$ cat config.mk
export PLATFORM = sky130hd
export DESIGN_NAME = exu_seq_ctrl
export DESIGN_NICKNAME = d
export VERILOG_FILES = /design/src/rtl/exu_seq_ctrl.sv
export SDC_FILE = /design/constraint.sdc
export NUM_CORES = 1
export LEC_CHECK = 0
export BUFFER_PORTS_ARGS = -buffer_cell sky130_fd_sc_hd__buf_2
export CAP_MARGIN = 40
export CORE_ASPECT_RATIO = 0.75
export CORE_MARGIN = 5
export CORE_UTILIZATION = 39
export DETAILED_ROUTE_END_ITERATION = 8
export GPL_TIMING_DRIVEN = 0
export PLACE_DENSITY = 0.77
export SLEW_MARGIN = 20
export SYNTH_ARGS = -nofsm -noshare
export SYNTH_HDL_FRONTEND = slang
export SYNTH_SLANG_ARGS = --single-unit
$ cat constraint.sdc
create_clock -name clk -period 1.4 [get_ports clk]
set_input_delay 0 -clock clk [delete_from_list [all_inputs] [get_ports clk]]
set_output_delay 0 -clock clk [all_outputs]
set_load 0.005 [all_outputs]
$ cat src/rtl/exu_seq_ctrl.sv
// exu_seq_ctrl: multi-cycle instruction sequencer for the NPC core.
// Each instruction is stepped through FETCH -> WAIT_RSP -> DECODE -> EXEC -> WB.
// The controller fetches the instruction, holds it and its PC for exu_decode,
// requests execution, commits writeback, then moves the PC on.
// It halts on ebreak, on a fetch bus error, or when a fetch response takes too long.
//
// Ports
//   clk, rst_n            core clock, asynchronous active-low reset
//   ifu_req_*             fetch request handshake (addr = pc)
//   ifu_rsp_*             fetch response handshake (err qualified by valid)
//   dec_instr, dec_pc_o   registered instruction / PC for the decoder
//   dec_ebreak            ebreak flag coming back from the decoder
//   exe_valid/ready/npc   execute handshake, exe_npc valid with exe_ready
//   wb_en                 one-cycle regfile write strobe
//   halt, halt_code       sticky halt, 0 none / 1 ebreak / 2 fetch err / 3 timeout
//   retire_cnt            retired instruction count (wraps)
//
// state    | meaning
// ---------+------------------------------------------------------------
// FETCH    | present pc on the fetch request until memory accepts it
// WAIT_RSP | wait for the response, counting cycles toward the timeout
// DECODE   | one cycle of settle time for the decoder; check for ebreak
// EXEC     | hold exe_valid until execute reports done
// WB       | one-cycle writeback strobe, pc <- captured next pc
// HALT     | terminal until reset
module exu_seq_ctrl #(
  parameter int unsigned          PC_SIZE       = 32,
  parameter int unsigned          INSTR_SIZE    = 32,
  parameter logic [PC_SIZE-1:0]   RESET_PC      = PC_SIZE'(32'h8000_0000),
  parameter int unsigned          FETCH_TIMEOUT = 255
) (
  input  logic                  clk,
  input  logic                  rst_n,
  output logic                  ifu_req_valid,
  input  logic                  ifu_req_ready,
  output logic [PC_SIZE-1:0]    ifu_req_addr,
  input  logic                  ifu_rsp_valid,
  input  logic [INSTR_SIZE-1:0] ifu_rsp_instr,
  input  logic                  ifu_rsp_err,
  output logic                  ifu_rsp_ready,
  output logic [INSTR_SIZE-1:0] dec_instr,
  output logic [PC_SIZE-1:0]    dec_pc_o,
  input  logic                  dec_ebreak,
  output logic                  exe_valid,
  input  logic                  exe_ready,
  input  logic [PC_SIZE-1:0]    exe_npc,
  output logic                  wb_en,
  output logic                  halt,
  output logic [1:0]            halt_code,
  output logic [31:0]           retire_cnt
);

  localparam int unsigned       TMO_W    = $clog2(FETCH_TIMEOUT + 1);
  // The halt decision is made in the last allowed waiting cycle, so a response
  // arriving in that cycle is still accepted.
  localparam logic [TMO_W-1:0]  TMO_LAST = TMO_W'(FETCH_TIMEOUT - 1);

  typedef enum logic [2:0] {
    S_FETCH    = 3'd0,
    S_WAIT_RSP = 3'd1,
    S_DECODE   = 3'd2,
    S_EXEC     = 3'd3,
    S_WB       = 3'd4,
    S_HALT     = 3'd5
  } state_e;

  state_e                  state_q, state_d;
  logic [PC_SIZE-1:0]      pc_q, pc_d;
  logic [PC_SIZE-1:0]      npc_q, npc_d;
  logic [INSTR_SIZE-1:0]   instr_q, instr_d;
  logic [PC_SIZE-1:0]      dec_pc_q, dec_pc_d;
  logic [TMO_W-1:0]        tmo_q, tmo_d;
  logic [1:0]              halt_code_q, halt_code_d;
  logic [31:0]             retire_q, retire_d;
  logic                    req_valid_q, req_valid_d;
  logic                    rsp_ready_q, rsp_ready_d;
  logic                    exe_valid_q, exe_valid_d;
  logic                    wb_en_q, wb_en_d;
  logic                    halt_q, halt_d;

  always_comb begin
    state_d     = state_q;
    pc_d        = pc_q;
    npc_d       = npc_q;
    instr_d     = instr_q;
    dec_pc_d    = dec_pc_q;
    tmo_d       = tmo_q;
    halt_code_d = halt_code_q;
    retire_d    = retire_q;

    case (state_q)
      S_FETCH: begin
        // Gate on the registered valid so nothing is accepted in the first
        // cycle after reset, while the request is still low.
        if (req_valid_q && ifu_req_ready) begin
          state_d = S_WAIT_RSP;
          tmo_d   = '0;
        end
      end
      S_WAIT_RSP: begin
        if (ifu_rsp_valid) begin
          if (ifu_rsp_err) begin
            state_d     = S_HALT;
            halt_code_d = 2'd2;
          end else begin
            state_d  = S_DECODE;
            instr_d  = ifu_rsp_instr;
            dec_pc_d = pc_q;
          end
        end else begin
          tmo_d = tmo_q + 1'b1;
          if (tmo_q == TMO_LAST) begin
            state_d     = S_HALT;
            halt_code_d = 2'd3;
          end
        end
      end
      S_DECODE: begin
        if (dec_ebreak) begin
          state_d     = S_HALT;
          halt_code_d = 2'd1;
          retire_d    = retire_q + 32'd1;
        end else begin
          state_d = S_EXEC;
        end
      end
      S_EXEC: begin
        if (exe_ready) begin
          state_d = S_WB;
          npc_d   = exe_npc & ~PC_SIZE'(3);
        end
      end
      S_WB: begin
        state_d  = S_FETCH;
        pc_d     = npc_q;
        retire_d = retire_q + 32'd1;
      end
      S_HALT: begin
        state_d = S_HALT;
      end
      default: begin
        state_d = S_FETCH;
      end
    endcase

    // Strobes are registered decodes of the next state. This keeps every
    // output free of input-to-output paths and forces them all low in reset.
    req_valid_d = (state_d == S_FETCH);
    rsp_ready_d = (state_d == S_WAIT_RSP);
    exe_valid_d = (state_d == S_EXEC);
    wb_en_d     = (state_d == S_WB);
    halt_d      = (state_d == S_HALT);
  end

  always_ff @(posedge clk or negedge rst_n) begin
    if (!rst_n) begin
      state_q     <= S_FETCH;
      pc_q        <= RESET_PC;
      npc_q       <= RESET_PC;
      instr_q     <= '0;
      dec_pc_q    <= RESET_PC;
      tmo_q       <= '0;
      halt_code_q <= 2'd0;
      retire_q    <= 32'd0;
      req_valid_q <= 1'b0;
      rsp_ready_q <= 1'b0;
      exe_valid_q <= 1'b0;
      wb_en_q     <= 1'b0;
      halt_q      <= 1'b0;
    end else begin
      state_q     <= state_d;
      pc_q        <= pc_d;
      npc_q       <= npc_d;
      instr_q     <= instr_d;
      dec_pc_q    <= dec_pc_d;
      tmo_q       <= tmo_d;
      halt_code_q <= halt_code_d;
      retire_q    <= retire_d;
      req_valid_q <= req_valid_d;
      rsp_ready_q <= rsp_ready_d;
      exe_valid_q <= exe_valid_d;
      wb_en_q     <= wb_en_d;
      halt_q      <= halt_d;
    end
  end

  assign ifu_req_valid = req_valid_q;
  assign ifu_req_addr  = pc_q;
  assign ifu_rsp_ready = rsp_ready_q;
  assign dec_instr     = instr_q;
  assign dec_pc_o      = dec_pc_q;
  assign exe_valid     = exe_valid_q;
  assign wb_en         = wb_en_q;
  assign halt          = halt_q;
  assign halt_code     = halt_code_q;
  assign retire_cnt    = retire_q;

endmodule

==> results.md, run 1 <==
- Failing checks: negative setup slack
- CTS clk-pin slew, worst paths: 0.06 ns
- Most frequent cells in the layout: buf_2 (198), dfrtp_1 (161), mux2_2 (93), dlygate4sd3_1 (65)
- Antenna Violating Nets Remaining: 0
- Avg WL per Cell: 18.0 um
- Antenna diodes: 0
- Root Buffer: clkbuf_16
- CP Max Fanout: 5
- Hold/Removal Path Class: input pin to flip-flop
- Post-DP HPWL: 11700 um
- WL final: 19600 um
- Max Clk Rate: 618 MHz
- Grt total ovfl: 0
- Average instance area after synthesis: 14.4 um2
- Tmin final: 1.62 ns
- Fraction of layout cells with a size suffix above 1: 0.587
- Die width: 165 um
- Initial antenna violation count: 0
- Slew @ Worst Pin: 0.665 ns
- Setup-failing EPs final: 150
- Most common library cell in the layout ignoring fill and taps: buf_2
- Synthesized area: 0.00707 mm2
- RSZ-0062 raised after global routing: yes
- Distinct cells, synth: 48
- First-pass iteration count of the detailed router: 4
- DIE HEIGHT: 127 um
- Critical path endpoint category: flip-flop
- Final Cell Area: 0.0109 mm2
- Synth Instances: 490
- Worst hold slack: 0.0625 ns
- Largest buffer count on any clock path: 2
- CTS tree: yes
- FP Rows: 42
- Synth-to-Final Area Change: 54.6%
- Total number of vias: 5301
- Maxcap violations: 0
- Overall Global Routing Usage: 0.178
- Die area: 0.0209 mm2
- Post-route setup slack: -0.217 ns
- CTS H-tree depth: 4
- First-pass GRT wire length: 29200 um
- DRC errors left: 0
- Worst Path Arrival: 1.93 ns
- PD cells: 1820 mW/mm2
- Vias in the first global route: 5448
- Final Hold Viols: 0
- IO Pins: 206
- Critical path type: flip-flop to flip-flop
- Sequential share of the synthesized area: 0.609
- Number of buffers created by CTS: 17
- EDFF count, synth: 0
- # clock sinks: 172
- IR Drop Worst-Case VDD: 0.00118 V
- Slew HR: 0.557
- Placed Instance Area: 0.00849 mm2
- WP data required: 1.71 ns
- Startpoint Class: flip-flop
- Initial Util: 0.399
- Place WS: -0.334 ns
- Largest net degree at the start of global routing: 88
- Post-DR vias/cell: 4.87
- RD Place Congestion: 0.803
- Synth warnings: 0
- Slew Limit Fails: 0
- Initial drt markers: 313
- Fraction of registers with async set/reset: 1.00
- IO Port Bufs: 199
- Leakage: 0.00537 uW
- Status: finished, violations left
- Top_reg_cell synth: dfrtp_1
- Final nets: 908
- Clock Skew: 0.00770 ns
- Worst skew pair latency: 0.42 ns
- Flop and latch count out of synthesis: 172
- Core area: 0.0177 mm2
- Layout Utilization: 0.617
- Period utilization: 1.15
cell families (layout without fill, tap and decap cells):
kind of cell	after synthesis	count (layout)	share of synthesized area
AO/OA/AOI/OAI	18	18	0.0205
XOR/XNOR	37	37	0.0458
adder cells (fa/ha/maj)	3	3	0.00531
buffers and inverters	28	381	0.0285
flip-flops	172	172	0.609
multiplexers	124	124	0.197
other	1	4	0.000530
AND/OR/NAND/NOR	107	108	0.0926
report_power, final:
part / internal (uW) / total, uW / leakage [uW] / switching, uW
combinational: 4290 / 7120 / 0.00289 / 2840
clock: 2820 / 4830 / 0.000281 / 2010
sequential: 6790 / 7960 / 0.00220 / 1170
total: 13900 / 19900 / 0.00537 / 6020
flip-flops by register name, summed over array words and instances, names as in the netlist, 2 cells and up:
| name | flops |
|---|---|
| dec_instr | 32 |
| retire_cnt | 32 |
| dec_pc_o | 30 |
| ifu_req_addr | 30 |
| npc_q | 30 |
| tmo_q | 8 |
| state_q | 3 |
| halt_code | 2 |
timing repair:
action                                 in CTS  in global routing
resized for setup                         110                 42
pin swaps                                  26                 37
endpoints found under the hold margin     152                  0
cloned                                      4                  7
buffers inserted                           34                 18
setup endpoints to repair                 161                164
hold buffers                               65                  0
layout make-up:
class	count	area, um2
Fill cell	1292	6780
Tap cell	242	303
Clock inverter	13	165
Sequential cell	172	4320
Multi-Input combinational cell	294	3040
Timing Repair Buffer	324	2380
Inverter	5	18.8
Buffer	20	264
Clock buffer	19	433
metrics by stage:
step	std cells	TNS (ns)	total power, uW
finish	1089	-21.77	19900
global route	1089	-29.21	21000
CTS	1070	-11.47	19400
detailed placement	935	-37.73	13000
global placement	934	-435.58	12800
floorplan	493	-2.26	10600
worst max-delay path, stage by stage (launching register included):
cell,delay [ns]
dfrtp_1,0.40
buf_6,0.15
buf_6,0.12
nor2b_4,0.13
buf_4,0.13
buf_6,0.12
a21oi_4,0.14
o21ai_4,0.12
and3b_1,0.20
per-layer routing:
metal	part of all wire	GRT usage	up-vias
met5	0	0	-
li1	-	-	2433
met1	0.45	0.242	2659
met3	0.064	0.0428	16
met4	0.013	0.0626	0
met2	0.47	0.279	193
path summary, 6_finish.rpt:
check	to	start	slack, ns	depth (start not counted)
worst max-delay path	halt$_DFF_PN0_	state_q[1]$_DFF_PN0_	-0.22	8
worst min-delay path	halt_code[1]$_DFFE_PN0P_	dec_ebreak	0.06	3
worst max register to register	halt$_DFF_PN0_	state_q[1]$_DFF_PN0_	-0.22	8
worst min register to register	retire_cnt[31]$_DFFE_PN0P_	retire_cnt[31]$_DFFE_PN0P_	0.47	1
max in group asynchronous	dec_pc_o[31]$_DFFE_PN1P_	rst_n	0.37	3
min in group asynchronous	retire_cnt[2]$_DFFE_PN0P_	rst_n	0.15	2
synth_stat cells (all sizes together) (4+ instances only):
library cell	n	area share
a21oi	6	0.0042
and3	9	0.0085
buf	22	0.024
dfrtp	169	0.60
inv	5	0.0027
mux2	123	0.20
nand2	10	0.0053
nand2b	5	0.0044
nand3	17	0.013
nand3b	4	0.0078
nand4	24	0.023
nor2	18	0.0096
nor2b	4	0.0035
nor3	4	0.0035
o21ai	4	0.0028
xnor2	31	0.038
xor2	6	0.0074
Note: power is estimated with default switching activity, not from simulation.
==> run 2: changes to the inputs <==
--- a/config.mk
+++ b/config.mk
@@ -13,6 +13,7 @@
 export DETAILED_ROUTE_END_ITERATION = 8
 export GPL_TIMING_DRIVEN = 0
 export PLACE_DENSITY = 0.77
+export SETUP_SLACK_MARGIN = 0.2
 export SLEW_MARGIN = 20
 export SYNTH_ARGS = -nofsm -noshare
 export SYNTH_HDL_FRONTEND = slang
==> run 2 against run 1 <==
Effect of this change:
- the run still ends with negative setup slack left
- clock power down 1%
- via count down 0.30%
- sequential power down 1%
- total power down 0.60%
- utilization up 0.47 points
- sequential cell count unchanged
==> results.md, run 2 (synthesis results as in run 1) <==
- Status: finished, violations left
- Failing checks: negative setup slack
- Die area: 0.0209 mm2 (unchanged)
- RD Place Congestion: 0.781 (-2.7%)
- Placed cell count: 935 (unchanged)
- Fillers: 1312 (+1.5%)
- Final nets: 906 (-0.22%)
- Clock Skew: 0.0121 ns (+0.00437 ns)
- First-pass GRT wire length: 29600 um (+1.4%)
- Die width: 165 um (unchanged)
- PD cells: 1800 mW/mm2 (-1.3%)
- Largest net degree at the start of global routing: 93 (+5.7%)
- Final Cell Area: 0.0110 mm2 (+0.76%)
- Post-DP HPWL: 11500 um (-1.8%)
- RSZ-0062 raised after global routing: yes
- Post-route setup slack: -0.209 ns (+0.00736 ns)
- Number of buffers created by CTS: 17 (unchanged)
- FP Rows: 42 (unchanged)
- WP data required: 1.70 ns (about the same)
- Leakage: 0.00545 uW (+1.4%)
- Overall Global Routing Usage: 0.178 (+0.000524)
- Worst Hold Launch: ifu_req_ready
- Grt total ovfl: 0 (unchanged)
- Slew HR: 0.575 (+0.0186)
- Largest buffer count on any clock path: 2 (unchanged)
- Most frequent cells in the layout: buf_2 (197), dfrtp_1 (165), mux2_2 (92), dlygate4sd3_1 (67), mux2_4 (31)
- IO Pins: 206 (unchanged)
- Worst setup path start: state_q[2]$_DFF_PN0_
- Antenna diodes: 0 (unchanged)
- First-pass iteration count of the detailed router: 4 (unchanged)
- Critical path endpoint category: flip-flop
- Slew Limit Fails: 0 (unchanged)
- IO Port Bufs: 199 (unchanged)
- Critical path type: flip-flop to flip-flop
- Antenna Violating Nets Remaining: 0 (unchanged)
- CTS tree: yes
- Total power: 19800 uW (-0.60%)
- Worst skew pair latency: 0.42 ns (about the same)
- CP Max Fanout: 8 (+3)
- Initial Util: 0.399 (unchanged)
- Placed Instance Area: 0.00850 mm2 (+0.15%)
- Root Buffer: clkbuf_16
- Most common library cell in the layout ignoring fill and taps: buf_2
- DRC errors left: 0 (unchanged)
- IR Drop Worst-Case VDD: 0.000948 V (-19%)
- Initial drt markers: 286 (-8.6%)
- # clock sinks: 172 (unchanged)
- Max Clk Rate: 621 MHz (+0.46%)
- Layout Utilization: 0.622 (+0.00466)
- Maxcap violations: 0 (unchanged)
- Worst hold slack: 0.0301 ns (-0.0324 ns)
- Post-DR vias/cell: 4.86 (-0.12%)
- Synth-to-Final Area Change: 55.8%
- Vias in the first global route: 5545 (+1.8%)
- Fraction of layout cells with a size suffix above 1: 0.582 (-0.00453)
- Hold/Removal Path Class: input pin to flip-flop
- CTS clk-pin slew, worst paths: 0.07 ns (about the same)
- Final Hold Viols: 0 (unchanged)
- Period utilization: 1.15 (-0.00526)
- Reg-to-reg startpoint: state_q[2]$_DFF_PN0_
- Avg WL per Cell: 17.9 um (about the same)
- DIE HEIGHT: 127 um (unchanged)
- Slew @ Worst Pin: 0.637 ns (-0.0279 ns)
- Worst Path Arrival: 1.91 ns (-0.02 ns)
- Worst R2R Setup Slack: -0.21 ns (about the same)
- Setup-failing EPs final: 166 (+11%)
- WL final: 19500 um (-0.23%)
- CTS H-tree depth: 4 (unchanged)
- Core area: 0.0177 mm2 (unchanged)
- Non-Filler Instances: 1087 (-0.18%)
- Startpoint Class: flip-flop
- Tmin final: 1.61 ns (-0.00736 ns)
- Initial antenna violation count: 0 (unchanged)
- Total number of vias: 5285 (-0.30%)
-- run 2: cell count changes in the layout (fill, tap and decap cells not counted), moves of 3 or more --
cell	before	now
buf_12	5	13
buf_4	31	23
buf_8	13	7
dfrtp_1	161	165
dfrtp_2	8	4
nand3_2	8	4
xnor2_1	31	27
xnor2_2	0	4
a21oi_2	0	3
clkinv_8	0	3
inv_8	0	3
nand3_4	4	7
-- run 2: metal layers --
layer  track usage  share of wire  vias up
met5             0              0        -
met4        0.0582          0.016        0
met3        0.0457          0.057       22
met2         0.292           0.49      161
met1         0.232           0.44     2672
li1              -              -     2430
-- run 2: metrics by stage --
| step | TNS [ns] | setup WS (ns) |
|---|---|---|
| after detailed placement | -38.99 | -0.363 |
| after global placement | -440.35 | -2.68 |
| after floorplan | -3.77 | -0.0761 |
| final | -22.24 | -0.209 |
| after CTS | -14.52 | -0.133 |
| after global routing | -32.22 | -0.275 |
-- run 2: area by class of cell --
type / count / area [um2] / area share
Clock buffer: 17 / 425 / 0.0386
Sequential cell: 172 / 4310 / 0.392
Clock inverter: 15 / 180 / 0.0164
Tap cell: 242 / 303 / 0.0275
Buffer: 23 / 318 / 0.0289
Inverter: 5 / 18.8 / 0.00170
Multi-Input combinational cell: 294 / 3020 / 0.274
Timing Repair Buffer: 319 / 2430 / 0.221
-- run 2: critical path, stage by stage (launching register included) --
cell       delay (ns)
dfrtp_1          0.43
buf_6            0.13
nand2b_4         0.10
a2111oi_4        0.38
buf_6            0.20
nand4_1          0.11
xnor2_1          0.14
-- run 2: power breakdown --
| part | total [uW] | internal [uW] | leakage (uW) | switching, uW |
|---|---|---|---|---|
| registers | 7870 | 6770 | 0.00221 | 1100 |
| clock network | 4760 | 2560 | 0.000289 | 2200 |
| logic | 7160 | 4350 | 0.00295 | 2810 |
-- run 2: path summary, 6_finish.rpt --
check / end / depth (start not counted)
max: retire_cnt[21]$_DFFE_PN0P_ / 6
min: tmo_q[2]$_DFFE_PN0P_ / 4
max reg2reg: retire_cnt[21]$_DFFE_PN0P_ / 6
min reg2reg: halt_code[1]$_DFFE_PN0P_ / 1
max in group asynchronous: npc_q[21]$_DFFE_PN0P_ / 3
min in group asynchronous: state_q[0]$_DFF_PN0_ / 2
-- run 2: timing repair --
item	CTS	global route
resized for setup	92	48
pin swaps	20	28
cloned	5	8
endpoints found under the setup margin	170	172
hold buffers	67	0
buffers inserted	28	12
endpoints found under the hold margin	146	0
==> run 3: changes to the inputs <==
--- a/config.mk
+++ b/config.mk
@@ -9,10 +9,10 @@
 export CAP_MARGIN = 40
 export CORE_ASPECT_RATIO = 0.75
 export CORE_MARGIN = 5
-export CORE_UTILIZATION = 39
+export CORE_UTILIZATION = 35
 export DETAILED_ROUTE_END_ITERATION = 8
 export GPL_TIMING_DRIVEN = 0
-export PLACE_DENSITY = 0.77
+export PLACE_DENSITY = 0.72
 export SETUP_SLACK_MARGIN = 0.2
 export SLEW_MARGIN = 20
 export SYNTH_ARGS = -nofsm -noshare
==> run 3 against run 2 <==
Effect of this change:
- the run still ends with negative setup slack left
- setup slack better by 0.020 ns
- critical path depth unchanged
- total power down 0.21%
- clock skew down 0.0030 ns
- cell count up 1.7%
- critical path type unchanged
==> results.md, run 3 (synthesis results as in run 1) <==
- Status: finished, violations left
- Failing checks: negative setup slack
- Die width: 174 um (+5.2%)
- CTS H-tree depth: 4 (unchanged)
- Final nets: 908 (+0.22%)
- WL final: 18600 um (-4.6%)
- RD Place Congestion: 0.765 (-2.1%)
- Number of buffers created by CTS: 17 (unchanged)
- Critical path endpoint category: flip-flop
- Tmin final: 1.59 ns (-0.0199 ns)
- R2R cell count: 6 (unchanged)
- Fraction of layout cells with a size suffix above 1: 0.583 (+0.000986)
- Largest buffer count on any clock path: 2 (unchanged)
- Initial drt markers: 185 (-35%)
- CTS tree: yes
- Worst R2R Setup Slack: -0.19 ns (+0.02 ns)
- IO Pins: 206 (unchanged)
- Reg-to-reg startpoint: state_q[0]$_DFF_PN0_
- Max Clk Rate: 629 MHz (+1.3%)
- IR Drop Worst-Case VDD: 0.000970 V (+2.3%)
- Setup-failing EPs final: 161 (-3.0%)
- Root Buffer: clkbuf_16
- DIE HEIGHT: 133 um (+5.1%)
- Leakage: 0.00537 uW (-1.5%)
- Antenna diodes: 0 (unchanged)
- # clock sinks: 172 (unchanged)
- Slew HR: 0.665 (+0.0896)
- Initial antenna violation count: 0 (unchanged)
- Core area: 0.0200 mm2 (+13%)
- DRC errors left: 0 (unchanged)
- Placed cell count: 951 (+1.7%)
- Fillers: 1630 (+24%)
- Total number of vias: 5218 (-1.3%)
- Avg WL per Cell: 16.8 um (-6.1%)
- CTS clk-pin slew, worst paths: 0.07 ns (about the same)
- Slew @ Worst Pin: 0.503 ns (-0.134 ns)
- Worst hold slack: 0.0583 ns (+0.0282 ns)
- Hold/Removal Path Class: input pin to flip-flop
- IO Port Bufs: 199 (unchanged)
- Overall Global Routing Usage: 0.160 (-0.0186)
- RSZ-0062 raised after global routing: yes
- Post-route setup slack: -0.190 ns (+0.0199 ns)
- CP Max Fanout: 8 (unchanged)
- Antenna Violating Nets Remaining: 0 (unchanged)
- Worst setup path endpoint: ifu_req_addr[14]$_DFFE_PN0P_
- Synth-to-Final Area Change: 54.3%
- Slew Limit Fails: 0 (unchanged)
- Most common library cell in the layout ignoring fill and taps: buf_2
- Vias in the first global route: 5521 (-0.43%)
- Crit Reg-Reg Endpoint: ifu_req_addr[14]$_DFFE_PN0P_
- First-pass GRT wire length: 29800 um (+0.72%)
- Clock Skew: 0.00908 ns (-0.00298 ns)
- Largest net degree at the start of global routing: 99 (+6.5%)
- Worst Path Arrival: 1.89 ns (-0.02 ns)
- Post-DP HPWL: 11400 um (-0.66%)
- Layout Utilization: 0.544 (-0.0775)
- Worst setup path start: state_q[0]$_DFF_PN0_
- Final Hold Viols: 0 (unchanged)
- Critical path type: flip-flop to flip-flop
- Period utilization: 1.14 (-0.0142)
- Most frequent cells in the layout: buf_2 (199), dfrtp_1 (161), mux2_2 (92), dlygate4sd3_1 (66), buf_4 (32)
- Startpoint Class: flip-flop
- Grt total ovfl: 0 (unchanged)
- Worst skew pair latency: 0.42 ns (about the same)
- Die area: 0.0232 mm2 (+11%)
- Post-DR vias/cell: 4.72 (-2.9%)
- FP Rows: 45 (+7.1%)
- WP data required: 1.70 ns (about the same)
- PD cells: 1810 mW/mm2 (+0.72%)
- First-pass iteration count of the detailed router: 4 (unchanged)
- Initial Util: 0.353 (-0.0465)
- Non-Filler Instances: 1105 (+1.7%)
- Maxcap violations: 0 (unchanged)
-- run 3: layer usage --
metal / routed length, um / global-route usage
met1: 8450 / 0.215
met5: 0 / 0
met4: 364 / 0.0488
met2: 8910 / 0.253
met3: 879 / 0.0426
-- run 3: repair_timing --
action | CTS | global route
endpoints found under the hold margin | 142 | 0
buffers inserted | 38 | 10
setup endpoints to repair | 170 | 217
hold buffers | 66 | 0
pin swaps | 26 | 23
gates resized for setup | 103 | 32
cloned | 5 | 3
-- run 3: critical path, cell delays in order (launching register included) --
cell and delay [ns]:
dfrtp_1 0.38, buf_6 0.15, buf_12 0.14, nor2_4 0.19, buf_12 0.17, clkbuf_16 0.15
mux2_4 0.29
-- run 3: layout make-up --
cell class                 count  area (um2)  area share
buffer                        23         314      0.0288
timing repair buffer         322        2380       0.218
clock inverter                14         148      0.0135
inverter                       5        18.8     0.00172
clock buffer                  18         429      0.0393
sequential                   172        4320       0.396
tap                          258         323      0.0296
multi-input combinational    293        2980       0.274
-- run 3: through the flow --
stage	instance area (um2)	setup WS, ns	total power (uW)	setup TNS (ns)
2_1_floorplan	7160	-0.0761	10600	-3.77
3_3_place_gp	8480	-2.77	12800	-454.04
3_5_place_dp	8520	-0.363	13000	-39.78
4_1_cts	10600	-0.171	19300	-14.74
5_1_grt	10900	-0.243	20900	-26.95
6_report	10900	-0.190	19800	-18.31
-- run 3: report_power, final --
group	switching (uW)	internal [uW]	leakage (uW)
logic	2820	4380	0.00289
registers	1090	6770	0.00220
clock network	2160	2530	0.000280
-- run 3: how the worst min path moves through the flow --
stage,from,end,slack [ns],depth (start not counted)
after floorplan,rst_n,dec_instr[0]$_DFFE_PN0P_,-0.30,0
after global placement,exe_npc[7],npc_q[7]$_DFFE_PN0P_,0.23,2
after detailed placement,rst_n,ifu_rsp_ready$_DFF_PN0_,0.01,1
after CTS,ifu_rsp_valid,tmo_q[2]$_DFFE_PN0P_,0.05,5
after global routing,ifu_rsp_err,state_q[1]$_DFF_PN0_,0.08,5
final,ifu_rsp_valid,tmo_q[2]$_DFFE_PN0P_,0.06,5
